### src/rtl/bcd_counter_multi_if.sv
// Control and result bundle of the multi-digit BCD counter.
// There is no valid/ready handshake here. The master drives en, up_down, load and load_val,
// and the counter samples them on every rising clk edge. The slave presents bcd and wrap,
// which are both registered and change only on a clk edge or on reset.
interface bcd_counter_multi_if #(
  parameter int DIGITS = 4
);
  logic                  en;
  logic                  up_down;
  logic                  load;
  logic [4*DIGITS-1:0]   load_val;
  logic [4*DIGITS-1:0]   bcd;
  logic                  wrap;

  modport master (
    output en,
    output up_down,
    output load,
    output load_val,
    input  bcd,
    input  wrap
  );

  modport slave (
    input  en,
    input  up_down,
    input  load,
    input  load_val,
    output bcd,
    output wrap
  );
endinterface

### src/rtl/bcd_counter_multi.sv
// Parametrised multi-digit BCD up/down counter with parallel load and a wrap pulse.
// Digit 0 is the least significant and sits in bits [3:0]. Each edge performs one step
// across all digits, using a single combinational carry/borrow chain.
module bcd_counter_multi #(
  parameter int DIGITS = 4
) (
  input logic              clk,
  input logic              rst,
  bcd_counter_multi_if.slave bus
);

  localparam int W = 4 * DIGITS;

  logic [W-1:0] bcd_q;
  logic [W-1:0] bcd_next;
  logic         wrap_q;
  logic         wrap_next;
  logic         chain;
  logic [3:0]   cur;

  // Loaded digits above 9 saturate to 9, so an illegal digit never enters the register.
  function automatic logic [3:0] clamp_digit(input logic [3:0] d);
    return (d > 4'd9) ? 4'd9 : d;
  endfunction

  // Increment a digit from 9 back to 0. Values of 9 or more are treated as 9.
  function automatic logic [3:0] inc_digit(input logic [3:0] d);
    return (d >= 4'd9) ? 4'd0 : d + 4'd1;
  endfunction

  // Decrement a digit from 0 up to 9. Illegal values fall back to 9.
  function automatic logic [3:0] dec_digit(input logic [3:0] d);
    logic [3:0] r;
    if (d == 4'd0 || d > 4'd9) begin
      r = 4'd9;
    end else begin
      r = d - 4'd1;
    end
    return r;
  endfunction

  // Next-state logic. Priority is load, then count, then hold.
  // While counting, chain is high when every lower digit sits at its terminal value
  // (9 going up, 0 going down). A chain still high past the top digit means a wrap.
  always_comb begin
    bcd_next  = bcd_q;
    wrap_next = 1'b0;
    chain     = 1'b1;
    cur       = 4'd0;
    if (bus.load) begin
      for (int i = 0; i < DIGITS; i++) begin
        bcd_next[4*i +: 4] = clamp_digit(bus.load_val[4*i +: 4]);
      end
    end else if (bus.en) begin
      for (int i = 0; i < DIGITS; i++) begin
        cur = bcd_q[4*i +: 4];
        if (chain) begin
          bcd_next[4*i +: 4] = bus.up_down ? inc_digit(cur) : dec_digit(cur);
        end
        chain = chain & (bus.up_down ? (cur == 4'd9) : (cur == 4'd0));
      end
      wrap_next = chain;
    end
  end

  // Count and wrap registers. Reset clears both immediately.
  always_ff @(posedge clk or posedge rst) begin
    if (rst) begin
      bcd_q  <= '0;
      wrap_q <= 1'b0;
    end else begin
      bcd_q  <= bcd_next;
      wrap_q <= wrap_next;
    end
  end

  assign bus.bcd  = bcd_q;
  assign bus.wrap = wrap_q;

endmodule
### src/flat_wrapper.sv
// flat-port wrapper written by rule: the top's interface ports become plain ports
module bcd_counter_multi_flat 
#(
  parameter int DIGITS = 4
)
  (clk, rst, bus_en, bus_up_down, bus_load, bus_load_val, bus_bcd, bus_wrap);
  bcd_counter_multi_if #(.DIGITS(DIGITS)) bus_i ();
  input logic clk;
  input logic rst;
  input wire logic [$bits(bus_i.en)-1:0] bus_en;
  input wire logic [$bits(bus_i.up_down)-1:0] bus_up_down;
  input wire logic [$bits(bus_i.load)-1:0] bus_load;
  input wire logic [$bits(bus_i.load_val)-1:0] bus_load_val;
  output wire logic [$bits(bus_i.bcd)-1:0] bus_bcd;
  output wire logic [$bits(bus_i.wrap)-1:0] bus_wrap;
  assign bus_i.en = bus_en;
  assign bus_i.up_down = bus_up_down;
  assign bus_i.load = bus_load;
  assign bus_i.load_val = bus_load_val;
  assign bus_bcd = bus_i.bcd;
  assign bus_wrap = bus_i.wrap;
  bcd_counter_multi #(.DIGITS(DIGITS)) u_core (.clk(clk), .rst(rst), .bus(bus_i));
endmodule
### config.mk
export PLATFORM = sky130hd
export DESIGN_NAME = bcd_counter_multi_flat
export DESIGN_NICKNAME = d
export VERILOG_FILES = /design/src/rtl/bcd_counter_multi_if.sv /design/src/rtl/bcd_counter_multi.sv /design/src/flat_wrapper.sv
export SDC_FILE = /design/constraint.sdc
export NUM_CORES = 1
export LEC_CHECK = 0
export CORE_MARGIN = 10
export CORE_UTILIZATION = 40
export CTS_BUF_LIST = sky130_fd_sc_hd__clkbuf_4 sky130_fd_sc_hd__clkbuf_8
export CTS_CLUSTER_DIAMETER = 100
export CTS_CLUSTER_SIZE = 14
export DETAILED_ROUTE_END_ITERATION = 6
export GPL_TIMING_DRIVEN = 1
export PLACE_DENSITY = 0.67
export RECOVER_POWER = 100
export SLEW_MARGIN = 20
export SYNTH_ARGS = -nofsm -noshare
export SYNTH_HDL_FRONTEND = slang
export SYNTH_SLANG_ARGS = --single-unit
### constraint.sdc
create_clock -name clk -period 2.65 [get_ports clk]
set_input_delay 0.3975 -clock clk [delete_from_list [all_inputs] [get_ports clk]]
set_output_delay 0.3975 -clock clk [all_outputs]
set_load 0.03 [all_outputs]
==> results of run 1 <==
-- power breakdown --
part	leakage, nW	switching, W	internal, W	total, W
clock	0.0262	0.0000999	0.000117	0.000217
combinational	0.774	0.000266	0.000206	0.000472
sequential	0.209	0.0000456	0.000284	0.000330
total	1.01	0.000411	0.000608	0.00102
-- cells in the final DEF, fill, tap and decap left out, types with 3 or more instances in the layout --
master            n
a21oi_1          18
a31oi_1           8
buf_4            14
clkbuf_1          3
clkbuf_8          3
clkdlybuf4s50_1  19
dfrtp_1          17
dlygate4sd3_1    18
ha_1             14
inv_1            15
mux2i_1           5
nand2_1          16
nand2b_1          8
nand3_1           3
nor2_1           14
nor2b_1           8
nor3_1           11
nor3b_1           5
nor4_1            4
o21a_1            5
o21ai_0          19
o21ai_1           3
o21bai_1          4
o22ai_1           5
o31ai_1           5
-- worst min-delay path: stages, from the launching register on --
cell and delay [ns]:
dfrtp_1 0.35, inv_1 0.09, o22ai_1 0.12
-- routing by layer --
metal / part of all wire [%] / GRT usage [%] / up-vias / wire length (µm)
met5: 0 / 0 / - / 0
met4: 0.14 / 1.47 / 0 / 7
met3: 5.4 / 3.13 / 2 / 273
met2: 47 / 22.3 / 39 / 2370
met1: 47 / 15.9 / 900 / 2370
li1: - / - / 987 / -
-- kinds of logic after synthesis --
family	count (synthesis)	synth area share, %
simple gates	84	25.6
fa+ha+maj	14	9.35
buf+inv	32	7.21
flops	17	22.7
compound gates	88	31.1
mux	7	4.07
-- sequential cells by signal (all words and copies together), names as in the netlist --
| signal | count |
|---|---|
| u_core.bus.bcd | 16 |
| u_core.bus.wrap | 1 |
-- per-stage QoR --
stage / utilization, % / total power, W / cell area, µm² / worst slack [ns] / hold slack, ns
floorplan: - / 0.000646 / 1870 / 0.0283 / 0.324
global placement: 53.1 / 0.000817 / 2360 / 0.0477 / 0.588
detailed placement: 53.1 / 0.000819 / 2360 / 0.0262 / 0.591
CTS: 54.2 / 0.00104 / 2410 / 0.202 / 0.589
global route: 53.9 / 0.00109 / 2390 / 0.0334 / 0.632
finish: 53.9 / 0.00102 / 2390 / 0.172 / 0.601
-- final cells by class --
cell class / instances / share of cell area, %
Inverter: 16 / 2.51
Sequential cell: 17 / 17.8
Timing Repair Buffer: 54 / 20.3
Tap cell: 52 / 2.72
Clock buffer: 4 / 2.04
Multi-Input combinational cell: 193 / 54.7
-- path summary, 6_finish.rpt --
| kind | start | end | slack [ns] | depth (start not counted) |
|---|---|---|---|---|
| min in group asynchronous | rst | u_core.bus.bcd[15]$_DFFE_PP0P_ | 0.70 | 2 |
| worst max register to register | u_core.bus.bcd[5]$_DFFE_PP0P_ | u_core.bus.bcd[15]$_DFFE_PP0P_ | 0.17 | 8 |
| worst min register to register | u_core.bus.bcd[4]$_DFFE_PP0P_ | u_core.bus.bcd[4]$_DFFE_PP0P_ | 0.60 | 2 |
| max in group asynchronous | rst | u_core.bus.bcd[6]$_DFFE_PP0P_ | 1.49 | 2 |
| worst min-delay path | u_core.bus.bcd[4]$_DFFE_PP0P_ | u_core.bus.bcd[4]$_DFFE_PP0P_ | 0.60 | 2 |
| worst max-delay path | u_core.bus.bcd[5]$_DFFE_PP0P_ | u_core.bus.bcd[15]$_DFFE_PP0P_ | 0.17 | 8 |
==> out/metrics.cfg, run 1 <==
[timing]
final_hold_viol_count = 0
rsz0062_at_grt = no
fin_crit_sh_pct = 93.5
max_freq_mhz = 404
fin_worst_skew_ns = 0.00396
drv_slew = 0
setup-tns-final_ns = 0
max_slew_margin_pct = 50.8
setup_violations = 0
post-route-min-period_ns = 2.48
tightest_slew_ns = 0.737

[detailed_routing]
wire_per_inst_um = 14.9
vias_per_cell = 5.74
vias = 1928
wl_um = 5020
firstDrtPassIters = 5
ant_nets = 0
drc_errors = 0
drt_iter0_drc = 62

[logic_synthesis]
yosysMostFrequentCell = o21ai_0
ys_async_sr_fraction_pct = 100
synth_top_area_cell = dfrtp_1
ys_seq_elements = 17
synth_top_area_share_pct = 22.7
synth_fp_nets = 277
yosys_warnings = 0
synth_area_leaders = dfrtp_1 23%, ha_1 9.4%, o21ai_0 5.1%
synth.top_cells.by_count = 19 x o21ai_0, 18 x a21oi_1, 17 x dfrtp_1, 16 x nand2_1, 15 x inv_1
synth_cell_types = 52
synthCells = 242
syn_area_per_cell_um2 = 7.74
ys_seq_area_share_pct = 22.7
synth_ff_type = dfrtp_1
syn_area_um2 = 1870
synth-edff-count = 0

[final_layout]
sequential_cell_area_um2 = 425
antenna_cells = 0
area_growth_pct = 27.9
layout.nets = 320
multi_input_area_um2 = 1310
stdcell_count = 336
drive_gt1_share_pct = 8.45
fillCellCount = 444

[clock_tree]
clock_latency_ns = 0.26
cts-root-buf = clkbuf_8
cts.sinks = 17
holdBufCountCts = 0
post_cts_resized = 0
cts-htree-levels = 1
cts_buffers = 3
clk_pin_slew_ns = 0.07
clock_path_buffers = 2
cts_tree = built
cts_setup_buffers = 0

[setup_path]
crit_family = simple AND/OR/NAND/NOR gates
path_class = register to register
required_ns = 2.83
cp-end-kind = register
slowest_delay_ns = 0.52
arrival_ns = 2.66
crit_chain = inv_1 > ha_1 > or4b_1 > a221oi_4 > or3b_1 > buf_4 > mux2i_1 > o21ai_1
critPathSlowestCell = or4b_1
path_buf_inv = 2
crit_fanout = 6
cp-start-kind = register

[run_status]
status = finished clean

[floorplan]
die_y_um = 88.4
die_w_um = 88.4
die_area_um2 = 7820
row_count = 24
core_area_um2 = 4440
start_util_pct = 42.1
pin_count = 38

[power_and_ir_drop]
powerDensity_nw_per_um2 = 426
ir_drop_mv = 0.356
p_leak_nw = 1.01

[grt]
grt_pass1_wl_um = 8290
grt_max_degree = 33
gr-total-overflow = 0
antenna_found_initial = 0
grt_pass1_vias = 1799
grt.total_usage_pct = 12.8

[placed_design]
routabilityCongestion = 0.843
place_inst = 332
dpl.hpwl_um = 3870
port-buffer-count = 37

[min_path]
hp-class = register to register

[flow_run]
max_cap_violations = 0

Power figures use the tool's default switching activity.
==> inputs of run 2 (changes only) <==
Settings changed: SETUP_SLACK_MARGIN from default to 0.05, SLEW_MARGIN 20 to 15.
==> out/metrics.cfg, run 2 (synthesis results as in run 1) <==
[timing]
rsz0062_at_grt = no
post-route-min-period_ns = 2.44  ; -0.0361 ns
fin_crit_sh_pct = 92.1  ; -1.4 points
tightest_slew_ns = 0.702  ; -0.0355 ns
fin_worst_skew_ns = 0.000578  ; -0.00338 ns
drv_slew = 0  ; unchanged
max_freq_mhz = 410  ; +1.5%
whs_ns = 0.602  ; +0.000984 ns
setup_violations = 0  ; unchanged
final_hold_viol_count = 0  ; unchanged
setup-tns-final_ns = 0  ; unchanged
max_slew_margin_pct = 53.2  ; +2.4 points

[setup_path]
cp-end-kind = register
slowest_delay_ns = 0.43  ; -0.09 ns
cpMostUsedCell = clkbuf_1
crit_chain = inv_1 > ha_1 > or3b_1 > clkbuf_1 > a21oi_1 > clkbuf_1 > nand2_1 > a32oi_1 > o21ai_0
worstReg2RegStart = u_core.bus.bcd[1]$_DFFE_PP0P_
critPathLaunch = u_core.bus.bcd[1]$_DFFE_PP0P_
crit_fanout = 8  ; +2
critPathCapture = u_core.bus.bcd[9]$_DFFE_PP0P_
reg2regPathDepth = 9  ; +1
rrSetupSlack_ns = 0.21  ; +0.04 ns
path_class = register to register
arrival_ns = 2.57  ; -0.09 ns
cp-start-kind = register
required_ns = 2.78  ; -0.05 ns
critPathSlowestCell = dfrtp_2
worstReg2RegEnd = u_core.bus.bcd[9]$_DFFE_PP0P_

[placed_design]
place_inst = 333  ; +0.30%
port-buffer-count = 37  ; unchanged
place_area_um2 = 2370  ; +0.48%
dpl.hpwl_um = 3850  ; -0.31%
routabilityCongestion = 0.881  ; +4.5%

[detailed_routing]
vias_per_cell = 5.78  ; +0.74%
drc_errors = 0  ; unchanged
wire_per_inst_um = 14.7  ; -1.3%
firstDrtPassIters = 4  ; -1
drt_iter0_drc = 69  ; +11%
wl_um = 4970  ; -1.0%
vias = 1948  ; +1.0%
ant_nets = 0  ; unchanged

[final_layout]
area_growth_pct = 28.1
largest_register_ffs = 16  ; unchanged
layout.nets = 321  ; +0.31%
layout_commonest_cell = o21ai_0
drive_gt1_share_pct = 9.47  ; +1.0 points
stdcell_count = 337  ; +0.30%
antenna_cells = 0  ; unchanged
final_area_um2 = 2400  ; +0.21%
layout_common_cells = 20 x o21ai_0, 19 x clkdlybuf4s50_1, 18 x a21oi_1, 18 x dlygate4sd3_1, 16 x nand2_1

[clock_tree]
post_cts_resized = 0  ; unchanged
clk_pin_slew_ns = 0.07  ; about the same
clock_path_buffers = 2  ; unchanged
holdBufCountCts = 0  ; unchanged
clock_latency_ns = 0.25  ; about the same
cts-root-buf = clkbuf_8
cts.sinks = 17  ; unchanged
cts_setup_buffers = 0  ; unchanged
cts_buffers = 3  ; unchanged
cts-htree-levels = 1  ; unchanged
cts_tree = built

[grt]
grt_pass1_wl_um = 8310  ; +0.25%
gr-total-overflow = 0  ; unchanged
antenna_found_initial = 0  ; unchanged
grt_pass1_vias = 1802  ; +0.17%
grt_max_degree = 33  ; unchanged
grt.total_usage_pct = 12.6  ; -0.15 points

[power_and_ir_drop]
ir_drop_mv = 0.247  ; -31%
total_power_w = 0.00101  ; -1.3%
powerDensity_nw_per_um2 = 419  ; -1.5%
p_leak_nw = 1.00  ; -0.70%

[floorplan]
die_y_um = 88.4  ; unchanged
pin_count = 38  ; unchanged
die_area_um2 = 7820  ; unchanged
die_w_um = 88.4  ; unchanged
core_area_um2 = 4440  ; unchanged
row_count = 24  ; unchanged
start_util_pct = 42.1  ; unchanged

[run_status]
status = finished clean

[min_path]
hp-class = register to register

[flow_run]
max_cap_violations = 0  ; unchanged

-- run 2: changes by cell type in the layout (fill, tap and decap cells not counted) --
cell,before,now
mux2_4,1,0
clkbuf_2,0,1
buf_4,14,13
mux2_1,0,1
o21ai_1,3,2
or4b_1,1,0
or4b_4,0,1
o21ai_0,19,20
dfrtp_2,0,3
clkbuf_1,3,4
dfrtp_1,17,14
-- run 2: final cells by class --
type,count,area (µm²)
clock buffers,4,48.8
flip-flops and latches,17,429
well taps,52,65.1
fillers,458,2040
multi-input cells,193,1310
repair buffers,55,488
inverters,16,60.1
-- run 2: worst min-delay path by stage --
stage                                   start                        endpoint  slack, ns  cells past startpoint
2_1_floorplan                             rst  u_core.bus.bcd[10]$_DFFE_PP0P_       0.32                      1
4_1_cts                                   rst  u_core.bus.bcd[13]$_DFFE_PP0P_       0.59                      2
5_1_grt        u_core.bus.bcd[14]$_DFFE_PP0P_       u_core.bus.wrap$_DFF_PP0_       0.67                      1
6_report        u_core.bus.bcd[4]$_DFFE_PP0P_   u_core.bus.bcd[4]$_DFFE_PP0P_       0.60                      2
3_3_place_gp    u_core.bus.bcd[4]$_DFFE_PP0P_   u_core.bus.bcd[4]$_DFFE_PP0P_       0.59                      2
3_5_place_dp    u_core.bus.bcd[4]$_DFFE_PP0P_   u_core.bus.bcd[4]$_DFFE_PP0P_       0.60                      2
-- run 2: metrics by stage --
stage	util, %	setup WS [ns]
final	54.0	0.209
after floorplan	-	0.0858
after CTS	54.5	0.181
after global routing	54.0	0.0417
after global placement	53.4	0.0943
after detailed placement	53.4	0.0172
-- run 2: layer usage --
metal	share of wire, %	vias up	track usage [%]
met4	0.38	0	2.20
met5	0	-	0
met2	47	39	21.5
met3	4.5	2	2.11
met1	48	910	16.5
li1	-	997	-
-- run 2: critical path: cells and delay by family (launching register included) --
family	cells	cell delay, ns
buf+inv	3	0.60
simple gates	2	0.59
compound gates	3	0.52
flops	1	0.43
fa+ha+maj	1	0.18
-- run 2: power by group --
part	switching (W)	leakage, nW	internal [W]	total (W)
Clock	0.0000896	0.0262	0.000117	0.000206
Sequential	0.0000425	0.206	0.000286	0.000328
Combinational	0.000266	0.770	0.000206	0.000472
Total	0.000398	1.00	0.000608	0.00101
==> inputs of run 3 (changes only) <==
Settings changed: CORE_MARGIN 10 to 2, REMOVE_ABC_BUFFERS from default to 1.
==> out/metrics.cfg, run 3 (synthesis results as in run 1) <==
[placed_design]
place_area_um2 = 2350  ; -1.1%
dpl.hpwl_um = 3420  ; -11%
routabilityCongestion = 0.836  ; -5.1%
place_inst = 330  ; -0.90%
place_ws_ns = 0.0215  ; +0.00427 ns
port-buffer-count = 37  ; unchanged

[final_layout]
stdcell_count = 334  ; -0.89%
layout_common_cells = 19 x o21ai_0, 19 x clkdlybuf4s50_1, 18 x a21oi_1, 18 x dlygate4sd3_1, 17 x dfrtp_1
antenna_cells = 0  ; unchanged
largest_register_ffs = 16  ; unchanged
area_growth_pct = 27.6
fillCellCount = 427  ; -6.8%
sequential_cell_area_um2 = 425  ; -0.87%
layout.nets = 318  ; -0.93%
drive_gt1_share_pct = 9.22  ; -0.25 points
final_area_um2 = 2390  ; -0.42%
multi_input_area_um2 = 1320  ; +0.67%

[detailed_routing]
vias_per_cell = 5.90  ; +2.0%
wl_um = 4820  ; -3.1%
wire_per_inst_um = 14.4  ; -2.2%
drt_iter0_drc = 150  ; +120%
drc_errors = 0  ; unchanged
vias = 1969  ; +1.1%
ant_nets = 0  ; unchanged
firstDrtPassIters = 4  ; unchanged

[clock_tree]
cts_buffers = 3  ; unchanged
cts-root-buf = clkbuf_8
cts.sinks = 17  ; unchanged
cts_tree = built
cts-htree-levels = 1  ; unchanged
clk_pin_slew_ns = 0.07  ; about the same
holdBufCountCts = 0  ; unchanged
clock_latency_ns = 0.25  ; about the same
clock_path_buffers = 2  ; unchanged
post_cts_resized = 0  ; unchanged
cts_setup_buffers = 0  ; unchanged

[timing]
max_slew_margin_pct = 52.6  ; -0.58 points
tightest_slew_ns = 0.710  ; +0.00874 ns
final_hold_viol_count = 0  ; unchanged
rsz0062_at_grt = no
setup_ws_ns = 0.167  ; -0.0420 ns
fin_crit_sh_pct = 93.7  ; +1.6 points
setup_violations = 0  ; unchanged
max_freq_mhz = 403  ; -1.7%
post-route-min-period_ns = 2.48  ; +0.0420 ns
drv_slew = 0  ; unchanged
fin_worst_skew_ns = 0.00669  ; +0.00611 ns
setup-tns-final_ns = 0  ; unchanged

[setup_path]
path_class = primary input to register
arrival_ns = 2.67  ; +0.10 ns
cp-end-kind = register
crit_fanout = 31  ; +23
required_ns = 2.83  ; +0.05 ns
cp-start-kind = primary input

[floorplan]
start_util_pct = 42.1  ; unchanged
die_w_um = 72.4  ; -18%
die_area_um2 = 5250  ; -33%
pin_count = 38  ; unchanged
die_y_um = 72.4  ; -18%
core_area_um2 = 4440  ; unchanged
row_count = 24  ; unchanged

[power_and_ir_drop]
p_leak_nw = 1.00  ; +0.31%
powerDensity_nw_per_um2 = 424  ; +1.1%
ir_drop_mv = 0.318  ; +29%

[grt]
antenna_found_initial = 0  ; unchanged
grt_pass1_vias = 1784  ; -1.0%
grt.total_usage_pct = 18.6  ; +6.0 points
grt_max_degree = 32  ; -3.0%
grt_pass1_wl_um = 8110  ; -2.4%
gr-total-overflow = 0  ; unchanged

[min_path]
hp-class = register to register

[run_status]
status = finished clean

[flow_run]
max_cap_violations = 0  ; unchanged

run 3: cell count changes in the layout (fill, tap and decap cells not counted), sizes merged:
cell / previous run / this run
clkbuf: 9 / 7
buf: 13 / 12
run 3: power breakdown:
| part | switching (W) | internal, W | total (W) |
|---|---|---|---|
| registers | 0.0000475 | 0.000284 | 0.000332 |
| logic | 0.000264 | 0.000208 | 0.000472 |
| clock network | 0.0000920 | 0.000117 | 0.000209 |
| total | 0.000403 | 0.000609 | 0.00101 |
run 3: critical path, stage by stage:
cell and delay [ns]:
clkdlybuf4s50_1 0.54, buf_4 0.14, clkbuf_2 0.46, mux2_2 0.40, a211oi_1 0.25, a31oi_1 0.08, mux2_4 0.30, o21ai_2 0.10
run 3: final cells by class:
class	instances	share of cell area [%]
clock buffers	4	2.04
inverters	16	2.51
multi-input cells	193	55.1
flip-flops and latches	17	17.8
well taps	52	2.72
repair buffers	52	19.8
run 3: final timing paths:
kind                                                from                        endpoint  slack (ns)  cells past startpoint
setup / recovery                             bus_up_down  u_core.bus.bcd[14]$_DFFE_PP0P_        0.17                      8
hold / removal             u_core.bus.bcd[4]$_DFFE_PP0P_   u_core.bus.bcd[4]$_DFFE_PP0P_        0.62                      2
setup reg to reg           u_core.bus.bcd[1]$_DFFE_PP0P_   u_core.bus.bcd[9]$_DFFE_PP0P_        0.22                      9
hold reg to reg            u_core.bus.bcd[4]$_DFFE_PP0P_   u_core.bus.bcd[4]$_DFFE_PP0P_        0.62                      2
max in group asynchronous                            rst   u_core.bus.bcd[3]$_DFFE_PP0P_        1.49                      2
min in group asynchronous                            rst   u_core.bus.bcd[8]$_DFFE_PP0P_        0.70                      2
run 3: routing by layer:
metal / track usage, % / up-vias / part of all wire [%]
met1: 26.6 / 925 / 49
met4: 2.88 / 0 / 0
li1: - / 981 / -
met3: 3.47 / 0 / 6.3
met2: 29.8 / 63 / 45
met5: 0 / - / 0
run 3: through the flow:
step | hold WS (ns) | utilization, % | total power [W]
final | 0.620 | 53.8 | 0.00101
after global routing | 0.687 | 53.8 | 0.00108
after CTS | 0.598 | 53.9 | 0.00103
after detailed placement | 0.601 | 52.8 | 0.000813
after global placement | 0.596 | 52.8 | 0.000813
after floorplan | 0.324 | - | 0.000625
